==> src/rtl/pipeline_pkg.sv <==
// pipeline_pkg: shared pipeline types and constants for hazard, forwarding and stall control
package pipeline_pkg;
  localparam int REG_W = 5;
  typedef enum logic [1:0] {RUN, STALL, MEM_WAIT} state_t;
endpackage

==> src/rtl/hazard_stall_ctrl_if.sv <==
// hazard_stall_ctrl_if: ID/EX/MEM hazard fields, dmem handshake and pipeline control outputs
interface hazard_stall_ctrl_if #(
  parameter int REG_W = pipeline_pkg::REG_W,
  parameter int CNT_W = 32
);
  logic [REG_W-1:0] rs_id, rt_id, dest_idex, dest_exmem;
  logic is_branch_id, branch_taken_id, reg_write_idex, mem_read_idex, mem_read_exmem;
  logic dmem_req, dmem_ack;
  logic pc_write, ifid_write, ifid_flush, idex_noop, pipe_freeze, mem_timeout;
  logic [CNT_W-1:0] stall_cycles;
  modport master (
    output rs_id, rt_id, dest_idex, dest_exmem, is_branch_id, branch_taken_id,
           reg_write_idex, mem_read_idex, mem_read_exmem, dmem_req, dmem_ack,
    input  pc_write, ifid_write, ifid_flush, idex_noop, pipe_freeze, mem_timeout, stall_cycles
  );
  modport slave (
    input  rs_id, rt_id, dest_idex, dest_exmem, is_branch_id, branch_taken_id,
           reg_write_idex, mem_read_idex, mem_read_exmem, dmem_req, dmem_ack,
    output pc_write, ifid_write, ifid_flush, idex_noop, pipe_freeze, mem_timeout, stall_cycles
  );
endinterface

==> src/rtl/hazard_classify.sv <==
// hazard_classify: combinational detection of load-use and branch-operand hazards with stall length n
module hazard_classify #(
  parameter int REG_W = 5
) (
  input  logic [REG_W-1:0] rs_id,
  input  logic [REG_W-1:0] rt_id,
  input  logic             is_branch_id,
  input  logic [REG_W-1:0] dest_idex,
  input  logic             reg_write_idex,
  input  logic             mem_read_idex,
  input  logic [REG_W-1:0] dest_exmem,
  input  logic             mem_read_exmem,
  output logic             hit,
  output logic [1:0]       n
);
  logic m_ex, m_mem, n2, n1;
  assign m_ex  = dest_idex != '0 && (dest_idex == rs_id || (dest_idex == rt_id && rt_id != '0));
  assign m_mem = dest_exmem != '0 && (dest_exmem == rs_id || (dest_exmem == rt_id && rt_id != '0));
  assign n2 = is_branch_id && mem_read_idex && m_ex;
  assign n1 = (mem_read_idex && m_ex) || (is_branch_id && reg_write_idex && !mem_read_idex && m_ex) ||
              (is_branch_id && mem_read_exmem && m_mem);
  assign hit = n2 || n1;
  assign n = n2 ? 2'd2 : n1 ? 2'd1 : 2'd0;
endmodule

==> src/rtl/hazard_stall_ctrl.sv <==
// hazard_stall_ctrl: front-end stall/flush sequencing, back-end freeze on dmem waits, stall counter and timeout flag
module hazard_stall_ctrl
  import pipeline_pkg::*;
#(
  parameter int REG_W       = pipeline_pkg::REG_W,
  parameter int CNT_W       = 32,
  parameter int MEM_TIMEOUT = 16
) (
  input logic clk,
  input logic rst_n,
  hazard_stall_ctrl_if.slave bus
);
  localparam int WW = $clog2(MEM_TIMEOUT + 1);
  state_t state, ret, nxt, eff;
  logic [1:0] cnt, cnt_nxt, n;
  logic hit, frz, stall, flush, tmo;
  logic [WW-1:0] wait_cnt;
  logic [CNT_W-1:0] sc;
  hazard_classify #(.REG_W(REG_W)) u_cls (
    .rs_id(bus.rs_id), .rt_id(bus.rt_id), .is_branch_id(bus.is_branch_id),
    .dest_idex(bus.dest_idex), .reg_write_idex(bus.reg_write_idex), .mem_read_idex(bus.mem_read_idex),
    .dest_exmem(bus.dest_exmem), .mem_read_exmem(bus.mem_read_exmem), .hit(hit), .n(n)
  );
  // while waiting, the saved state drives behaviour so the ack cycle acts as if never frozen
  always_comb begin
    eff = (state == MEM_WAIT) ? ret : state;
    frz = rst_n && ((bus.dmem_req && !bus.dmem_ack) || (state == MEM_WAIT && !bus.dmem_ack));
    stall = rst_n && !frz && (eff == STALL || hit);
    flush = rst_n && !frz && eff == RUN && !hit && bus.is_branch_id && bus.branch_taken_id;
    nxt = frz ? MEM_WAIT : (eff == STALL) ? ((cnt == 2'd1) ? RUN : STALL) : (hit && n == 2'd2) ? STALL : RUN;
    cnt_nxt = frz ? cnt : (eff == STALL) ? cnt - 2'd1 : hit ? n - 2'd1 : cnt;
  end
  always_ff @(posedge clk or negedge rst_n) begin
    if (!rst_n) begin
      state <= RUN;
      ret <= RUN;
      cnt <= '0;
      wait_cnt <= '0;
      tmo <= 1'b0;
      sc <= '0;
    end else begin
      state <= nxt;
      cnt <= cnt_nxt;
      if (frz && state != MEM_WAIT) ret <= state;
      wait_cnt <= !frz ? '0 : (wait_cnt == WW'(MEM_TIMEOUT)) ? wait_cnt : wait_cnt + WW'(1);
      if (frz && wait_cnt == WW'(MEM_TIMEOUT - 1)) tmo <= 1'b1;
      if ((stall || frz) && ~&sc) sc <= sc + CNT_W'(1);
    end
  end
  assign bus.pc_write = !(stall || frz);
  assign bus.ifid_write = !(stall || frz);
  assign bus.ifid_flush = flush;
  assign bus.idex_noop = stall;
  assign bus.pipe_freeze = frz;
  assign bus.stall_cycles = sc;
  assign bus.mem_timeout = tmo;
endmodule

==> src/flat_wrapper.sv <==
// flat-port wrapper written by rule: the top's interface ports become plain ports
module hazard_stall_ctrl_flat import pipeline_pkg::*;
#(
  parameter int REG_W       = pipeline_pkg::REG_W,
  parameter int CNT_W       = 32,
  parameter int MEM_TIMEOUT = 16
)
  (clk, rst_n, bus_rs_id, bus_rt_id, bus_dest_idex, bus_dest_exmem, bus_is_branch_id, bus_branch_taken_id, bus_reg_write_idex, bus_mem_read_idex, bus_mem_read_exmem, bus_dmem_req, bus_dmem_ack, bus_pc_write, bus_ifid_write, bus_ifid_flush, bus_idex_noop, bus_pipe_freeze, bus_mem_timeout, bus_stall_cycles);
  hazard_stall_ctrl_if #(.REG_W(REG_W), .CNT_W(CNT_W)) bus_i ();
  input logic clk;
  input logic rst_n;
  input wire logic [$bits(bus_i.rs_id)-1:0] bus_rs_id;
  input wire logic [$bits(bus_i.rt_id)-1:0] bus_rt_id;
  input wire logic [$bits(bus_i.dest_idex)-1:0] bus_dest_idex;
  input wire logic [$bits(bus_i.dest_exmem)-1:0] bus_dest_exmem;
  input wire logic [$bits(bus_i.is_branch_id)-1:0] bus_is_branch_id;
  input wire logic [$bits(bus_i.branch_taken_id)-1:0] bus_branch_taken_id;
  input wire logic [$bits(bus_i.reg_write_idex)-1:0] bus_reg_write_idex;
  input wire logic [$bits(bus_i.mem_read_idex)-1:0] bus_mem_read_idex;
  input wire logic [$bits(bus_i.mem_read_exmem)-1:0] bus_mem_read_exmem;
  input wire logic [$bits(bus_i.dmem_req)-1:0] bus_dmem_req;
  input wire logic [$bits(bus_i.dmem_ack)-1:0] bus_dmem_ack;
  output wire logic [$bits(bus_i.pc_write)-1:0] bus_pc_write;
  output wire logic [$bits(bus_i.ifid_write)-1:0] bus_ifid_write;
  output wire logic [$bits(bus_i.ifid_flush)-1:0] bus_ifid_flush;
  output wire logic [$bits(bus_i.idex_noop)-1:0] bus_idex_noop;
  output wire logic [$bits(bus_i.pipe_freeze)-1:0] bus_pipe_freeze;
  output wire logic [$bits(bus_i.mem_timeout)-1:0] bus_mem_timeout;
  output wire logic [$bits(bus_i.stall_cycles)-1:0] bus_stall_cycles;
  assign bus_i.rs_id = bus_rs_id;
  assign bus_i.rt_id = bus_rt_id;
  assign bus_i.dest_idex = bus_dest_idex;
  assign bus_i.dest_exmem = bus_dest_exmem;
  assign bus_i.is_branch_id = bus_is_branch_id;
  assign bus_i.branch_taken_id = bus_branch_taken_id;
  assign bus_i.reg_write_idex = bus_reg_write_idex;
  assign bus_i.mem_read_idex = bus_mem_read_idex;
  assign bus_i.mem_read_exmem = bus_mem_read_exmem;
  assign bus_i.dmem_req = bus_dmem_req;
  assign bus_i.dmem_ack = bus_dmem_ack;
  assign bus_pc_write = bus_i.pc_write;
  assign bus_ifid_write = bus_i.ifid_write;
  assign bus_ifid_flush = bus_i.ifid_flush;
  assign bus_idex_noop = bus_i.idex_noop;
  assign bus_pipe_freeze = bus_i.pipe_freeze;
  assign bus_mem_timeout = bus_i.mem_timeout;
  assign bus_stall_cycles = bus_i.stall_cycles;
  hazard_stall_ctrl #(.REG_W(REG_W), .CNT_W(CNT_W), .MEM_TIMEOUT(MEM_TIMEOUT)) u_core (.clk(clk), .rst_n(rst_n), .bus(bus_i));
endmodule
==> config.mk <==
export PLATFORM = sky130hd
export DESIGN_NAME = hazard_stall_ctrl_flat
export DESIGN_NICKNAME = d
export VERILOG_FILES = /design/src/rtl/pipeline_pkg.sv /design/src/rtl/hazard_stall_ctrl_if.sv /design/src/rtl/hazard_classify.sv /design/src/rtl/hazard_stall_ctrl.sv /design/src/flat_wrapper.sv
export SDC_FILE = /design/constraint.sdc
export NUM_CORES = 1
export LEC_CHECK = 0
export BUFFER_PORTS_ARGS = -buffer_cell sky130_fd_sc_hd__clkbuf_2
export CORE_AREA = 2 2 76 78
export DETAILED_ROUTE_END_ITERATION = 8
export DIE_AREA = 0 0 78 80
export PLACE_DENSITY = 0.82
export SLEW_MARGIN = 20
export SYNTH_ARGS = -nofsm -noshare
export SYNTH_HDL_FRONTEND = slang
export SYNTH_SLANG_ARGS = --single-unit
==> constraint.sdc <==
create_clock -name clk -period 2.1 [get_ports clk]
set_clock_uncertainty 0.15 [all_clocks]
set_input_delay 0.21 -clock clk [delete_from_list [all_inputs] [get_ports clk]]
set_output_delay 0.21 -clock clk [all_outputs]
set_load 0.01 [all_outputs]
==> results.toml <==
[run_status]
outcome = "finished with violations"
violations = "negative setup slack"

[timing]
whs_ns = 0.140
rsz0062_at_grt = "yes"
setup_viol = 3
worst_pin_slew_ns = 0.524
hold_viol_final = 0
setup-tns-final_ns = -0.151
fin_crit_sh = 1.03
relSlewSlack = 0.648
fin_ws_ns = -0.0716
final_max_slew_viol_count = 0
finalCriticalPeriod_ns = 2.17
fmax_mhz = 460

[power_and_ir_drop]
p_int_uw = 1800
power_density_mw_per_mm2 = 705
p_leak_uw = 0.00172
seq_power_share = 0.396
p_sw_frac = 0.288
combPwrFrac = 0.303
pwr-share-clk = 0.301
p_switching_uw = 727
vdd_drop_max_v = 0.000376

[synthesis]
synth_common_cells = "44 x dfrtp_1, 43 x xnor2_1, 23 x nand4_1, 15 x nand3_1, 15 x nor2_1"
async_flop_share = 1.00
ys_seq_area_frac = 0.434
netlist_instances = 256
synth_top_area_share = 0.434
synth_nets = 290
synth_top_cell_by_area = "dfrtp_1"
synth.area.top_cells = "dfrtp_1 43%, xnor2_1 15%, nand4_1 5.7%"
syn_area_mm2 = 0.00253
syn_avg_cell_area_um2 = 9.90
ys.warnings.count = 0
synth.most_common_cell = "dfrtp_1"
ys.flop_type = "dfrtp_1"
synth_edf_count = 0
post_synth_num_cell_types = 39
ys_seq_elements = 44

[route]
drt-total-wl_um = 6780
ant_nets = 0
drt-pass1-iter-count = 6
drt_iter0_drc = 111
via_per_inst = 5.42
route.vias.total = 2399
wl_per_cell_um = 15.3
drc = 0

[global_routing]
grt_pass1_wl_um = 10800
gr-total-overflow = 0
antenna_found_initial = 0
first_global_vias = 2306
grt_max_degree = 18
grtUsageTotal = 0.220

[clocking]
cts_max_level = 2
cts_buffers = 5
clk-insertion-delay-late_ns = 0.30
clock_path_buffers = 2
clk_pin_slew_ns = 0.07
root_buffer = "clkbuf_8"
cts_tree = "yes"
cts.sinks = 44

[critical_path]
critPathLaunchType = "primary input"
end_kind = "output pin"
path_max_fanout = 2
cp_data_required_time_ns = 1.74
worstPathArrival_ns = 1.81
criticalPathCategory = "in2out"

[place]
portBuffers = 66
gp_congestion = 0.888
hpwl_um = 4620

[floorplan]
core_area_mm2 = 0.00541
io_pins = 67
rows = 27
initial_core_util = 0.469
die-area_mm2 = 0.00624
die_w_um = 78
die_h_um = 80

[run]
max_cap_violations = 0

[final_layout]
fillers = 435
antenna_cells = 0
fin_nets = 405
area_growth_pct = 41.4
drive_gt1_frac = 0.394

[worst_hold_path]
hold_path.class = "in2reg"
==> power groups by stage <==
| stage | combinational (uW) | clock, uW | sequential (uW) |
|---|---|---|---|
| detailed placement | 641 | 0 | 1010 |
| finish | 765 | 761 | 1000 |
| CTS | 728 | 771 | 999 |
| global placement | 621 | 0 | 1010 |
| floorplan | 337 | 0 | 1050 |
| global route | 831 | 811 | 1010 |
==> metrics by stage <==
step	instances	instance area [um^2]	worst slack (ns)	total power, uW	utilization
global route	443	3580	-0.128	2650	0.663
finish	443	3580	-0.0716	2530	0.663
detailed placement	425	3210	-0.180	1660	0.594
floorplan	256	2540	0.0136	1380	-
global placement	425	3210	-0.155	1630	0.594
CTS	437	3450	-0.0174	2500	0.639
==> sequential cells by signal, summed over array words and instances, names as in the netlist <==
name / count
u_core.ret: 2
u_core.state: 2
u_core.bus.stall_cycles: 32
u_core.cnt: 2
u_core.bus.mem_timeout: 1
u_core.wait_cnt: 5
==> worst paths after layout <==
path / slack, ns / from / endpoint / cells after the start
setup / recovery: -0.07 / bus_dest_idex[0] / bus_ifid_write / 9
hold / removal: 0.14 / bus_dmem_ack / u_core.wait_cnt[1] / 4
setup reg to reg: 0.07 / u_core.bus.stall_cycles[0] / u_core.bus.stall_cycles[1] / 7
hold reg to reg: 0.31 / u_core.bus.mem_timeout / u_core.bus.mem_timeout / 1
max in group asynchronous: 0.49 / rst_n / u_core.bus.mem_timeout / 3
min in group asynchronous: 0.44 / rst_n / u_core.bus.stall_cycles[2] / 3
==> area by class of cell <==
type / count / area [um^2] / share of cell area
multi-input combinational: 194 / 1440 / 0.402
sequential: 44 / 1100 / 0.307
timing repair buffer: 117 / 788 / 0.220
tap: 72 / 90.1 / 0.0251
clock buffer: 5 / 68.8 / 0.0192
clock inverter: 2 / 60.1 / 0.0168
inverter: 9 / 33.8 / 0.00943
==> worst max-delay path: stages <==
cell	delay, ns
clkbuf_2	0.10
buf_4	0.14
or4_1	0.58
o21ai_2	0.22
buf_4	0.15
o211ai_4	0.09
buf_12	0.15
nand2_4	0.06
buf_6	0.09
==> layout by cell type, fill, tap and decap left out, drive strengths merged <==
cell / count
nor3b: 2
o2111ai: 1
nand4: 24
clkbuf: 65
buf: 54
nand3: 16
mux2: 1
mux2i: 1
or4: 3
a21oi: 6
xnor2: 43
o22ai: 1
bufbuf: 1
a41oi: 1
o211ai: 2
inv: 9
nor4: 1
xor2: 11
a21o: 2
bufinv: 2
dlygate4sd3: 2
a311oi: 1
and4: 2
and2: 7
nor2b: 3
a22o: 1
ha: 5
a32o: 1
nor3: 8
and3: 15
dfrtp: 44
nor2: 15
o21ai: 7
nand2: 14
==> what timing repair did <==
action / CTS / global route
hold endpoints to repair: 8 / 0
gates cloned: 1 / 0
hold buffers: 2 / 0
setup buffers: 2 / 6
resized for setup: 11 / 24
pin swaps: 6 / 6
setup endpoints to repair: 6 / 36
==> routing by layer <==
metal  wire, um  up-vias  global-route usage
li1           -     1132                   -
met5          0        -                   0
met1       2830     1161               0.280
met3        400       14              0.0498
met2       3460       92               0.373
met4         98        0              0.0649
==> cells by family (layout without fill, tap and decap cells) <==
family | Yosys count | count (layout) | synth area share
flip-flops | 44 | 44 | 0.434
adder cells (fa/ha/maj) | 5 | 5 | 0.0247
buffers and inverters | 18 | 133 | 0.0360
AO/OA/AOI/OAI | 23 | 23 | 0.0656
XOR/XNOR | 54 | 54 | 0.187
multiplexers | 2 | 2 | 0.00987
AND/OR/NAND/NOR | 110 | 110 | 0.243
Power figures use the tool's default switching activity.
